## src/rtl/riscv_csrbus_pkg.sv

```systemverilog
// rtl/riscv_csrbus_pkg.sv - shared CSR bus encodings
package riscv_csrbus_pkg;

    typedef enum logic [2:0] {
        CSRRW  = 3'b001,
        CSRRS  = 3'b010,
        CSRRC  = 3'b011,
        CSRRWI = 3'b101,
        CSRRSI = 3'b110,
        CSRRCI = 3'b111
    } csr_funct3_e;

    // csr[11:10] value that marks a CSR as read-only
    localparam logic [1:0] CSR_RO_FIELD = 2'b11;

endpackage

```

## src/rtl/riscv_csrbus_if.sv

```systemverilog
// rtl/riscv_csrbus_if.sv - core-to-bridge CSR instruction bus
interface riscv_csrbus_if #(
    parameter int XLEN = 32
);
    logic            valid;
    logic [2:0]      funct3;
    logic [11:0]     csr;
    logic [4:0]      rs1;
    logic [XLEN-1:0] rs1_value;
    logic            ready;
    logic [XLEN-1:0] rd_value;
    logic            error;

    modport master (
        output valid, funct3, csr, rs1, rs1_value,
        input  ready, rd_value, error
    );

    modport slave (
        input  valid, funct3, csr, rs1, rs1_value,
        output ready, rd_value, error
    );
endinterface

```

## src/rtl/riscv_csr_alu.sv

```systemverilog
// rtl/riscv_csr_alu.sv - CSR read-modify-write value and write-enable decode
module riscv_csr_alu
    import riscv_csrbus_pkg::*;
#(
    parameter int XLEN = 32
) (
    input  logic [2:0]      funct3_i,
    input  logic [4:0]      rs1_i,
    input  logic [XLEN-1:0] rs1_value_i,
    input  logic [XLEN-1:0] old_value_i,
    output logic [XLEN-1:0] new_value_o,
    output logic            write_needed_o,
    output logic            illegal_op_o
);

    logic [XLEN-1:0] operand;

    assign operand = funct3_i[2] ? {{(XLEN-5){1'b0}}, rs1_i} : rs1_value_i;

    // Set/clear forms skip the write when the rs1 index (not its value) is x0
    always_comb begin
        new_value_o    = '0;
        write_needed_o = 1'b0;
        illegal_op_o   = 1'b0;
        case (csr_funct3_e'(funct3_i))
            CSRRW, CSRRWI: begin
                new_value_o    = operand;
                write_needed_o = 1'b1;
            end
            CSRRS, CSRRSI: begin
                new_value_o    = old_value_i | operand;
                write_needed_o = (rs1_i != 5'd0);
            end
            CSRRC, CSRRCI: begin
                new_value_o    = old_value_i & ~operand;
                write_needed_o = (rs1_i != 5'd0);
            end
            default: illegal_op_o = 1'b1;
        endcase
    end

endmodule

```

## src/rtl/riscv_csrbus_bridge.sv

```systemverilog
// rtl/riscv_csrbus_bridge.sv - CSR bus slave issuing read and optional write on the register bus
module riscv_csrbus_bridge
    import riscv_csrbus_pkg::*;
#(
    parameter int XLEN = 32
) (
    input  logic            i_clk,
    input  logic            i_rst_n,
    riscv_csrbus_if.slave   csrbus,
    output logic            o_reg_valid,
    output logic            o_reg_write,
    output logic [11:0]     o_reg_address,
    output logic [XLEN-1:0] o_reg_write_data,
    input  logic            i_reg_ready,
    input  logic [XLEN-1:0] i_reg_read_data,
    input  logic            i_reg_error
);

    typedef enum logic [1:0] {
        S_IDLE,
        S_READ,
        S_WRITE,
        S_RESPOND
    } state_e;

    state_e          state_q;
    logic            reg_valid_q;
    logic            reg_write_q;
    logic [11:0]     reg_addr_q;
    logic [XLEN-1:0] reg_wdata_q;
    logic            ready_q;
    logic [XLEN-1:0] rd_value_q;
    logic            error_q;
    logic [XLEN-1:0] old_value_q;

    logic [XLEN-1:0] alu_new_value;
    logic            alu_write_needed;
    logic            alu_illegal_op;

    // The ALU only matters for new_value in READ, where the read data is live
    riscv_csr_alu #(.XLEN(XLEN)) u_alu (
        .funct3_i       (csrbus.funct3),
        .rs1_i          (csrbus.rs1),
        .rs1_value_i    (csrbus.rs1_value),
        .old_value_i    (i_reg_read_data),
        .new_value_o    (alu_new_value),
        .write_needed_o (alu_write_needed),
        .illegal_op_o   (alu_illegal_op)
    );

    always_ff @(posedge i_clk or negedge i_rst_n) begin
        if (!i_rst_n) begin
            state_q     <= S_IDLE;
            reg_valid_q <= 1'b0;
            reg_write_q <= 1'b0;
            reg_addr_q  <= '0;
            reg_wdata_q <= '0;
            ready_q     <= 1'b0;
            rd_value_q  <= '0;
            error_q     <= 1'b0;
            old_value_q <= '0;
        end else begin
            case (state_q)
                S_IDLE: begin
                    if (csrbus.valid) begin
                        reg_addr_q <= csrbus.csr;
                        if (alu_illegal_op) begin
                            state_q    <= S_RESPOND;
                            ready_q    <= 1'b1;
                            error_q    <= 1'b1;
                            rd_value_q <= '0;
                        end else begin
                            state_q     <= S_READ;
                            reg_valid_q <= 1'b1;
                            reg_write_q <= 1'b0;
                        end
                    end
                end
                S_READ: begin
                    if (i_reg_ready) begin
                        old_value_q <= i_reg_read_data;
                        if (i_reg_error ||
                            (alu_write_needed && reg_addr_q[11:10] == CSR_RO_FIELD)) begin
                            state_q     <= S_RESPOND;
                            reg_valid_q <= 1'b0;
                            ready_q     <= 1'b1;
                            error_q     <= 1'b1;
                            rd_value_q  <= '0;
                        end else if (alu_write_needed) begin
                            state_q     <= S_WRITE;
                            reg_write_q <= 1'b1;
                            reg_wdata_q <= alu_new_value;
                        end else begin
                            state_q     <= S_RESPOND;
                            reg_valid_q <= 1'b0;
                            ready_q     <= 1'b1;
                            error_q     <= 1'b0;
                            rd_value_q  <= i_reg_read_data;
                        end
                    end
                end
                S_WRITE: begin
                    if (i_reg_ready) begin
                        state_q     <= S_RESPOND;
                        reg_valid_q <= 1'b0;
                        reg_write_q <= 1'b0;
                        ready_q     <= 1'b1;
                        error_q     <= i_reg_error;
                        rd_value_q  <= i_reg_error ? '0 : old_value_q;
                    end
                end
                S_RESPOND: begin
                    state_q <= S_IDLE;
                    ready_q <= 1'b0;
                end
                default: state_q <= S_IDLE;
            endcase
        end
    end

    assign o_reg_valid      = reg_valid_q;
    assign o_reg_write      = reg_write_q;
    assign o_reg_address    = reg_addr_q;
    assign o_reg_write_data = reg_wdata_q;

    assign csrbus.ready    = ready_q;
    assign csrbus.rd_value = rd_value_q;
    assign csrbus.error    = error_q;

endmodule
```

## src/flat_wrapper.sv

```systemverilog
// flat-port wrapper written by rule: the top's interface ports become plain ports
module riscv_csrbus_bridge_flat import riscv_csrbus_pkg::*;
#(
    parameter int XLEN = 32
)
  (i_clk, i_rst_n, o_reg_valid, o_reg_write, o_reg_address, o_reg_write_data, i_reg_ready, i_reg_read_data, i_reg_error, csrbus_valid, csrbus_funct3, csrbus_csr, csrbus_rs1, csrbus_rs1_value, csrbus_ready, csrbus_rd_value, csrbus_error);
  riscv_csrbus_if #(.XLEN(XLEN)) csrbus_i ();
  input  logic i_clk;
  input  logic i_rst_n;
  output logic o_reg_valid;
  output logic o_reg_write;
  output logic [11:0] o_reg_address;
  output logic [XLEN-1:0] o_reg_write_data;
  input  logic i_reg_ready;
  input  logic [XLEN-1:0] i_reg_read_data;
  input  logic i_reg_error;
  input wire logic [$bits(csrbus_i.valid)-1:0] csrbus_valid;
  input wire logic [$bits(csrbus_i.funct3)-1:0] csrbus_funct3;
  input wire logic [$bits(csrbus_i.csr)-1:0] csrbus_csr;
  input wire logic [$bits(csrbus_i.rs1)-1:0] csrbus_rs1;
  input wire logic [$bits(csrbus_i.rs1_value)-1:0] csrbus_rs1_value;
  output wire logic [$bits(csrbus_i.ready)-1:0] csrbus_ready;
  output wire logic [$bits(csrbus_i.rd_value)-1:0] csrbus_rd_value;
  output wire logic [$bits(csrbus_i.error)-1:0] csrbus_error;
  assign csrbus_i.valid = csrbus_valid;
  assign csrbus_i.funct3 = csrbus_funct3;
  assign csrbus_i.csr = csrbus_csr;
  assign csrbus_i.rs1 = csrbus_rs1;
  assign csrbus_i.rs1_value = csrbus_rs1_value;
  assign csrbus_ready = csrbus_i.ready;
  assign csrbus_rd_value = csrbus_i.rd_value;
  assign csrbus_error = csrbus_i.error;
  riscv_csrbus_bridge #(.XLEN(XLEN)) u_core (.i_clk(i_clk), .i_rst_n(i_rst_n), .csrbus(csrbus_i), .o_reg_valid(o_reg_valid), .o_reg_write(o_reg_write), .o_reg_address(o_reg_address), .o_reg_write_data(o_reg_write_data), .i_reg_ready(i_reg_ready), .i_reg_read_data(i_reg_read_data), .i_reg_error(i_reg_error));
endmodule
```

## config.mk

```make
export PLATFORM = sky130hd
export DESIGN_NAME = riscv_csrbus_bridge_flat
export DESIGN_NICKNAME = d
export VERILOG_FILES = /design/src/rtl/riscv_csrbus_pkg.sv /design/src/rtl/riscv_csrbus_if.sv /design/src/rtl/riscv_csr_alu.sv /design/src/rtl/riscv_csrbus_bridge.sv /design/src/flat_wrapper.sv
export SDC_FILE = /design/constraint.sdc
export NUM_CORES = 1
export LEC_CHECK = 0
export CAP_MARGIN = 20
export CORE_UTILIZATION = 50
export CTS_BUF_LIST = sky130_fd_sc_hd__clkbuf_4 sky130_fd_sc_hd__clkbuf_8
export CTS_CLUSTER_DIAMETER = 120
export DETAILED_ROUTE_END_ITERATION = 6
export PLACE_DENSITY = 0.83
export SLEW_MARGIN = 30
export SYNTH_ARGS = -nofsm -noshare
export SYNTH_HDL_FRONTEND = slang
export SYNTH_HIERARCHICAL = 1
export SYNTH_SLANG_ARGS = --single-unit
```

## constraint.sdc

```tcl
create_clock -name i_clk -period 2.6 [get_ports i_clk]
set_input_delay 0.26 -clock i_clk [delete_from_list [all_inputs] [get_ports i_clk]]
set_output_delay 0.26 -clock i_clk [all_outputs]
set_load 0.03 [all_outputs]
```

-- After elaboration in Yosys (flattened, before gate mapping)
Cells that the tools add are included.
- equality and inequality tests: 18
- multipliers: 0
- divide/modulo/power cells: 0
- mux-type cells: 42
- reductions and logical operators: 18
- order comparisons: 0
- bitwise gates (word level): 4
- shifts and indexed selects: 0
- add/subtract/negate cells: 0
- operators with widths (operator ; count):
    $mux W32 ; 8
    $pmux W32 S3 ; 2
    $and A32 B32 Y32 ; 1
    $not A32 Y32 ; 1
    $or A32 B32 Y32 ; 1
    $mux W1 ; 21
    $ne A2 B2 Y1 const B ; 6
    $reduce_and A6 Y1 ; 2
    $mux W2 ; 5
    $eq A3 B3 Y1 const B ; 3
    $pmux W1 S3 ; 3
    $pmux W2 S4 ; 1
    $reduce_and A7 Y1 ; 1
    $eq A2 B2 Y1 const B ; 3
    $eq A3 B2 Y1 const B ; 2
    $reduce_or A2 Y1 ; 3
    $reduce_or A6 Y1 ; 1
    $reduce_and A5 Y1 ; 1
    $reduce_bool A5 Y1 ; 1
    $pmux W1 S4 ; 1
    $reduce_and A2 Y1 ; 2
    $reduce_and A4 Y1 ; 1
    $reduce_or A4 Y1 ; 1
    $eq A3 B1 Y1 const B ; 1
    10 further kinds ; 10
- word-level logic and storage cells: 91
- memories kept: 0
- output and inout port bits: 80
- bits in writable memories: 0
- bits in registers: 114
- input port bits: 89
- ROM bits: 0
- latch bits: 0

-- Depth between registers and ports, before layout
- depth in word-level cells: 8
- mapped depth: 9
- mapped depth without buffers: 6

-- By module
The synthesis kept the hierarchy.
- modules (own cells, without submodules) (module ; sequential area each (um^2) ; instances ; area an instance (um^2) ; cells an instance):
    riscv_csrbus_bridge ; 2852.7 ; 1 ; 4892.2 ; 318
    riscv_csr_alu ; 0.0 ; 1 ; 1142.3 ; 118

-- Least setup slack after synthesis
Ideal clock, no wire load.
- kind: input port to flip-flop
- start point: input csrbus_funct3[1]
- end point: register u_core.error_q (netlist: u_core/csrbus.error)
- path buffers: 2
- stages on the path: 7
- library setup time: 0.125 ns
- required time: 2.475 ns
- slack: 0.652 ns
- arrival: 1.823 ns
- cell sequence: buf_6 clkbuf_1 a31oi_1 and2b_4 a311oi_2 nand2_4 mux2_4
- longest elaborated chain between the ends: 8
- elaborated cells on any way between the ends: 18
- classes of those cells: 8 x eq/ne; 4 x mux; 6 x reduce/logical
- RTL lines (what ; line ; RTL):
    start, declared ; flat_wrapper.sv:18 ; input wire logic [$bits(csrbus_i.funct3)-1:0] csrbus_funct3;
    $eq A3 B2 Y1 (tied with other cells) ; riscv_csr_alu.sv:25 ; case (csr_funct3_e'(funct3_i))
    $reduce_or A4 Y1 (no source line) / $reduce_or A2 Y1 (equally long branches) ; n/a ;
    $pmux W1 S2 (*) ; riscv_csr_alu.sv:25 ;
    net u_core.alu_write_needed ; riscv_csrbus_bridge.sv:37 ; logic alu_write_needed;
    $logic_and A1 B1 Y1 ; riscv_csrbus_bridge.sv:83 ; (alu_write_needed && reg_addr_q[11:10] == CSR_RO_FIELD)) begin
    $logic_or A1 B1 Y1 ; riscv_csrbus_bridge.sv:82 ; if (i_reg_error ||
    $mux W1 ; riscv_csrbus_bridge.sv:82 ;
    $mux W1 ; riscv_csrbus_bridge.sv:80 ; if (i_reg_ready) begin
    $pmux W1 S3 ; riscv_csrbus_bridge.sv:63 ; case (state_q)
    end signal, assigned ; riscv_csrbus_bridge.sv:108 ; error_q <= i_reg_error;
    end, declared ; riscv_csrbus_bridge.sv:33 ; logic error_q;
Mark *: on every way through the listed nets, which the timed path passes. The rest lies on a longest branch. The select of a mux whose other input is x is not followed.
A chain may end at the register's enable or synchronous reset.

-- Worst setup path after layout
- start point: register u_core.state_q[0]
- end point: register u_core.rd_value_q[21] (netlist: u_core/csrbus.rd_value[21])
- longest elaborated chain between the ends: 3
- elaborated cells on any way between the ends: 11
- classes of those cells: 7 x eq/ne; 1 x mux; 3 x reduce/logical
- RTL lines (what ; line ; RTL):
    start, declared ; riscv_csrbus_bridge.sv:26 ; state_e state_q;
    start signal, assigned ; riscv_csrbus_bridge.sv:53 ; state_q <= S_IDLE;
    start signal, assigned ; riscv_csrbus_bridge.sv:68 ; state_q <= S_RESPOND;
    start signal, assigned ; riscv_csrbus_bridge.sv:73 ; state_q <= S_READ;
    $eq A2 B1 Y1 (tied with other cells) ; riscv_csrbus_bridge.sv:63 ;
    $ne A3 B3 Y1 (no source line) (tied with other cells) ; n/a ;
    $reduce_and A6 Y1 (no source line) ; n/a ;
    end signal, assigned ; riscv_csrbus_bridge.sv:98 ; rd_value_q <= i_reg_read_data;
    end signal, assigned ; riscv_csrbus_bridge.sv:109 ; rd_value_q <= i_reg_error ? '0 : old_value_q;
    end, declared ; riscv_csrbus_bridge.sv:32 ; logic [XLEN-1:0] rd_value_q;
Several ways; a longest one is shown, not always the timed one.

==> results.py <==
metrics = {
    "setup_path": {
        "worstPathRequired_ns": 2.89,
        "worst_ep_arrival_time_ns": 2.40,
        "critPathCaptureType": "flip-flop",
        "cp_max_fo": 24,
        "startpoint_type": "flip-flop",
        "worst-setup-path-type": "flip-flop to flip-flop",
    },
    "yosys": {
        "yosysTopAreaCellShare_pct": 47.3,
        "synth_top_family_by_area": "compound AO/OA/AOI/OAI gates",
        "synth-xor-area-share_pct": 0,
        "yosysWarnings": 6,
        "avgSynthCellArea_um2": 13.8,
        "synth-seq-cells": 114,
        "syn-num-nets": 529,
        "syn_inst": 436,
        "asyncSetResetFlopFracSynth_pct": 100,
        "synthMuxAreaShare_pct": 15.4,
        "synth_fa_ha_area_share_pct": 0.829,
        "netlist_area_um2": 6030,
        "seq_area_frac_synth_pct": 47.3,
        "synth_compound_gate_area_share_pct": 27.6,
        "synthSimpleGateAreaFrac_pct": 2.47,
        "synth_edf_count": 0,
        "synthFlopType": "dfrtp_1",
        "synthDistinctLibCells": 45,
        "synthTopCellsByArea": "dfrtp_1, mux2_2, o31ai_4",
        "synth_top_area_cell": "dfrtp_1",
    },
    "route": {
        "wl_per_cell_um": 20.1,
        "routed_wl_um": 15200,
        "viasPerCell": 5.72,
        "drtAntennaViolNets": 0,
        "drt_iter0_markers": 184,
        "vias": 4348,
        "firstDrtPassIters": 7,
        "drcViolationCount": 12,
    },
    "cells_and_area": {
        "multi_input_area_um2": 2810,
        "diodes": 0,
        "area_growth_pct": 37.3,
        "layout_commonest_cell": "clkdlybuf4s50_1",
        "finalInstanceArea_um2": 8290,
        "nFillCells": 810,
        "seqCellArea_um2": 2850,
        "final_util_pct": 71.3,
        "final_cell_mix": "clkdlybuf4s50_1, dfrtp_1, mux2_2",
        "fin_nets": 697,
        "drive_gt1_share_pct": 31.6,
    },
    "die": {
        "die_h_um": 112,
        "rows": 39,
        "die_width_um": 112,
        "start_util_pct": 52.0,
        "die-area_um2": 12500,
        "num_io_pins": 169,
        "core-area_um2": 11600,
    },
    "sta": {
        "worst_pin_slew_ns": 0.662,
        "hold_viol": 0,
        "post-route-min-period_ns": 2.11,
        "finalMaxSlewViolations": 0,
        "final-setup-viol-count": 0,
        "whs_ns": 0.371,
        "rsz0062_at_grt": "false",
        "setup_slack_ns": 0.486,
        "skew_ns": 0.0123,
        "tns_ns": 0,
        "relSlewSlack_pct": 55.8,
        "final.period_utilization_pct": 81.3,
        "fmax_mhz": 473,
    },
    "clock_tree": {
        "numCtsBuffers": 17,
        "ctsResizeCount": 0,
        "post_cts_buffers": 0,
        "insertion_delay_ns": 0.43,
        "numClockSinks": 114,
        "clkTransAtPathRegs_ns": 0.08,
        "cts_tree": "done",
        "clock-root-buffer": "clkbuf_8",
        "clockBufferDepth": 2,
        "htree_levels": 4,
    },
    "global_route": {
        "grt_max_degree": 51,
        "grt_overflow": 0,
        "grt.total_usage_pct": 25.7,
        "antenna_found_initial": 0,
        "grt_pass1_vias": 4852,
        "grt_first_pass_wirelength_um": 24800,
    },
    "placed_design": {
        "place_ws_ns": 0.138,
        "gp_congestion": 0.813,
        "port_buffers": 168,
        "placed_area_um2": 7870,
        "dp_hpwl_um": 10500,
    },
    "min_path": {
        "hp-class": "primary input to async pin",
    },
    "run_status": {
        "violations": "DRC",
        "outcome": "complete, but fails checks",
    },
    "power_and_ir_drop": {
        "ir_drop_mv": 0.887,
        "power_leakage_nw": 3.39,
        "p_per_area_nw_per_um2": 1110,
    },
    "flow_run": {
        "cap_viol_max_count": 0,
    },
}
-- timing repair --
action / CTS / global route
endpoints found under the setup margin: 0 / 0
hold buffers: 1 / 0
hold endpoints to repair: 36 / 0
-- metrics by stage --
stage	power (W)	instances
floorplan	0.00587	436
CTS	0.00923	760
detailed placement	0.00751	727
global placement	0.00735	727
global route	0.00961	760
finish	0.00917	760
-- synthesized netlist by cell type (2+ instances only) --
cell / instances
buf_1: 3
o31ai_1: 4
nor2_1: 3
buf_6: 9
o2bb2ai_1: 2
o2bb2ai_4: 3
inv_1: 33
mux2i_1: 6
a31oi_1: 2
nand2_1: 6
clkbuf_4: 2
buf_4: 4
o21ai_1: 4
a22oi_1: 32
clkbuf_1: 14
o2bb2ai_2: 27
o21ai_0: 4
dfrtp_1: 114
o211ai_1: 28
nand3_1: 5
o31ai_4: 26
buf_12: 2
buf_2: 2
ha_1: 4
mux2_2: 76
a21oi_1: 2
-- logic make-up (layout without fill, tap and decap cells) --
group / count (synthesis) / in the layout
fa+ha+maj: 4 / 4
buf+inv: 69 / 250
mux: 83 / 83
compound gates: 141 / 141
simple gates: 25 / 25
flops: 114 / 114
-- state kept, by name, summed over array words and instances (netlist names) --
| signal | count |
|---|---|
| u_core/csrbus.error | 1 |
| u_core/csrbus.ready | 1 |
| u_core/o_reg_write | 1 |
| u_core/csrbus.rd_value | 32 |
| u_core/o_reg_address | 12 |
| u_core/old_value_q | 32 |
| u_core/o_reg_valid | 1 |
| u_core/state_q | 2 |
| u_core/o_reg_write_data | 32 |
-- worst paths after layout --
path                                       startpoint  slack [ns]                         end  cells past startpoint
hold reg to reg            u_core/csrbus.rd_value[14]        0.50  u_core/csrbus.rd_value[14]                      1
setup / recovery                    u_core/state_q[0]        0.49  u_core/csrbus.rd_value[21]                      8
setup reg to reg                    u_core/state_q[0]        0.49  u_core/csrbus.rd_value[21]                      8
max in group asynchronous                     i_rst_n        1.47     u_core/o_reg_address[9]                      3
min in group i_clk                      csrbus_csr[0]        0.45     u_core/o_reg_address[0]                      2
hold / removal                                i_rst_n        0.37      u_core/old_value_q[27]                      2
-- critical path, cell delays in order (launching register included) --
cell	delay, ns
dfrtp_1	0.43
inv_1	0.11
ha_1	0.28
a21boi_0	0.32
a311oi_2	0.07
buf_4	0.18
nand2_2	0.07
buf_4	0.39
o2bb2ai_1	0.13
-- power breakdown --
group | internal [W] | total [W] | switching (W) | leakage [nW]
Clock | 0.000955 | 0.00168 | 0.000723 | 0.198
Combinational | 0.00206 | 0.00458 | 0.00251 | 1.75
Sequential | 0.00248 | 0.00292 | 0.000432 | 1.44
Total | 0.00550 | 0.00917 | 0.00367 | 3.39
-- layout make-up --
class / instances / share of cell area (%)
Inverter: 33 / 1.50
Timing Repair Buffer: 185 / 23.2
Multi-Input combinational cell: 253 / 33.9
Tap cell: 143 / 2.16
Sequential cell: 114 / 34.4
Clock buffer: 23 / 3.59
Clock inverter: 9 / 1.27
-- metal layers --
metal  global-route usage (%)  share of wire [%]
met5                        0                  0
met3                     6.04                6.7
met1                     32.6                 41
met2                     42.5                 51
met4                     10.4                1.3
No activity file was read; power rests on OpenSTA's default activity.
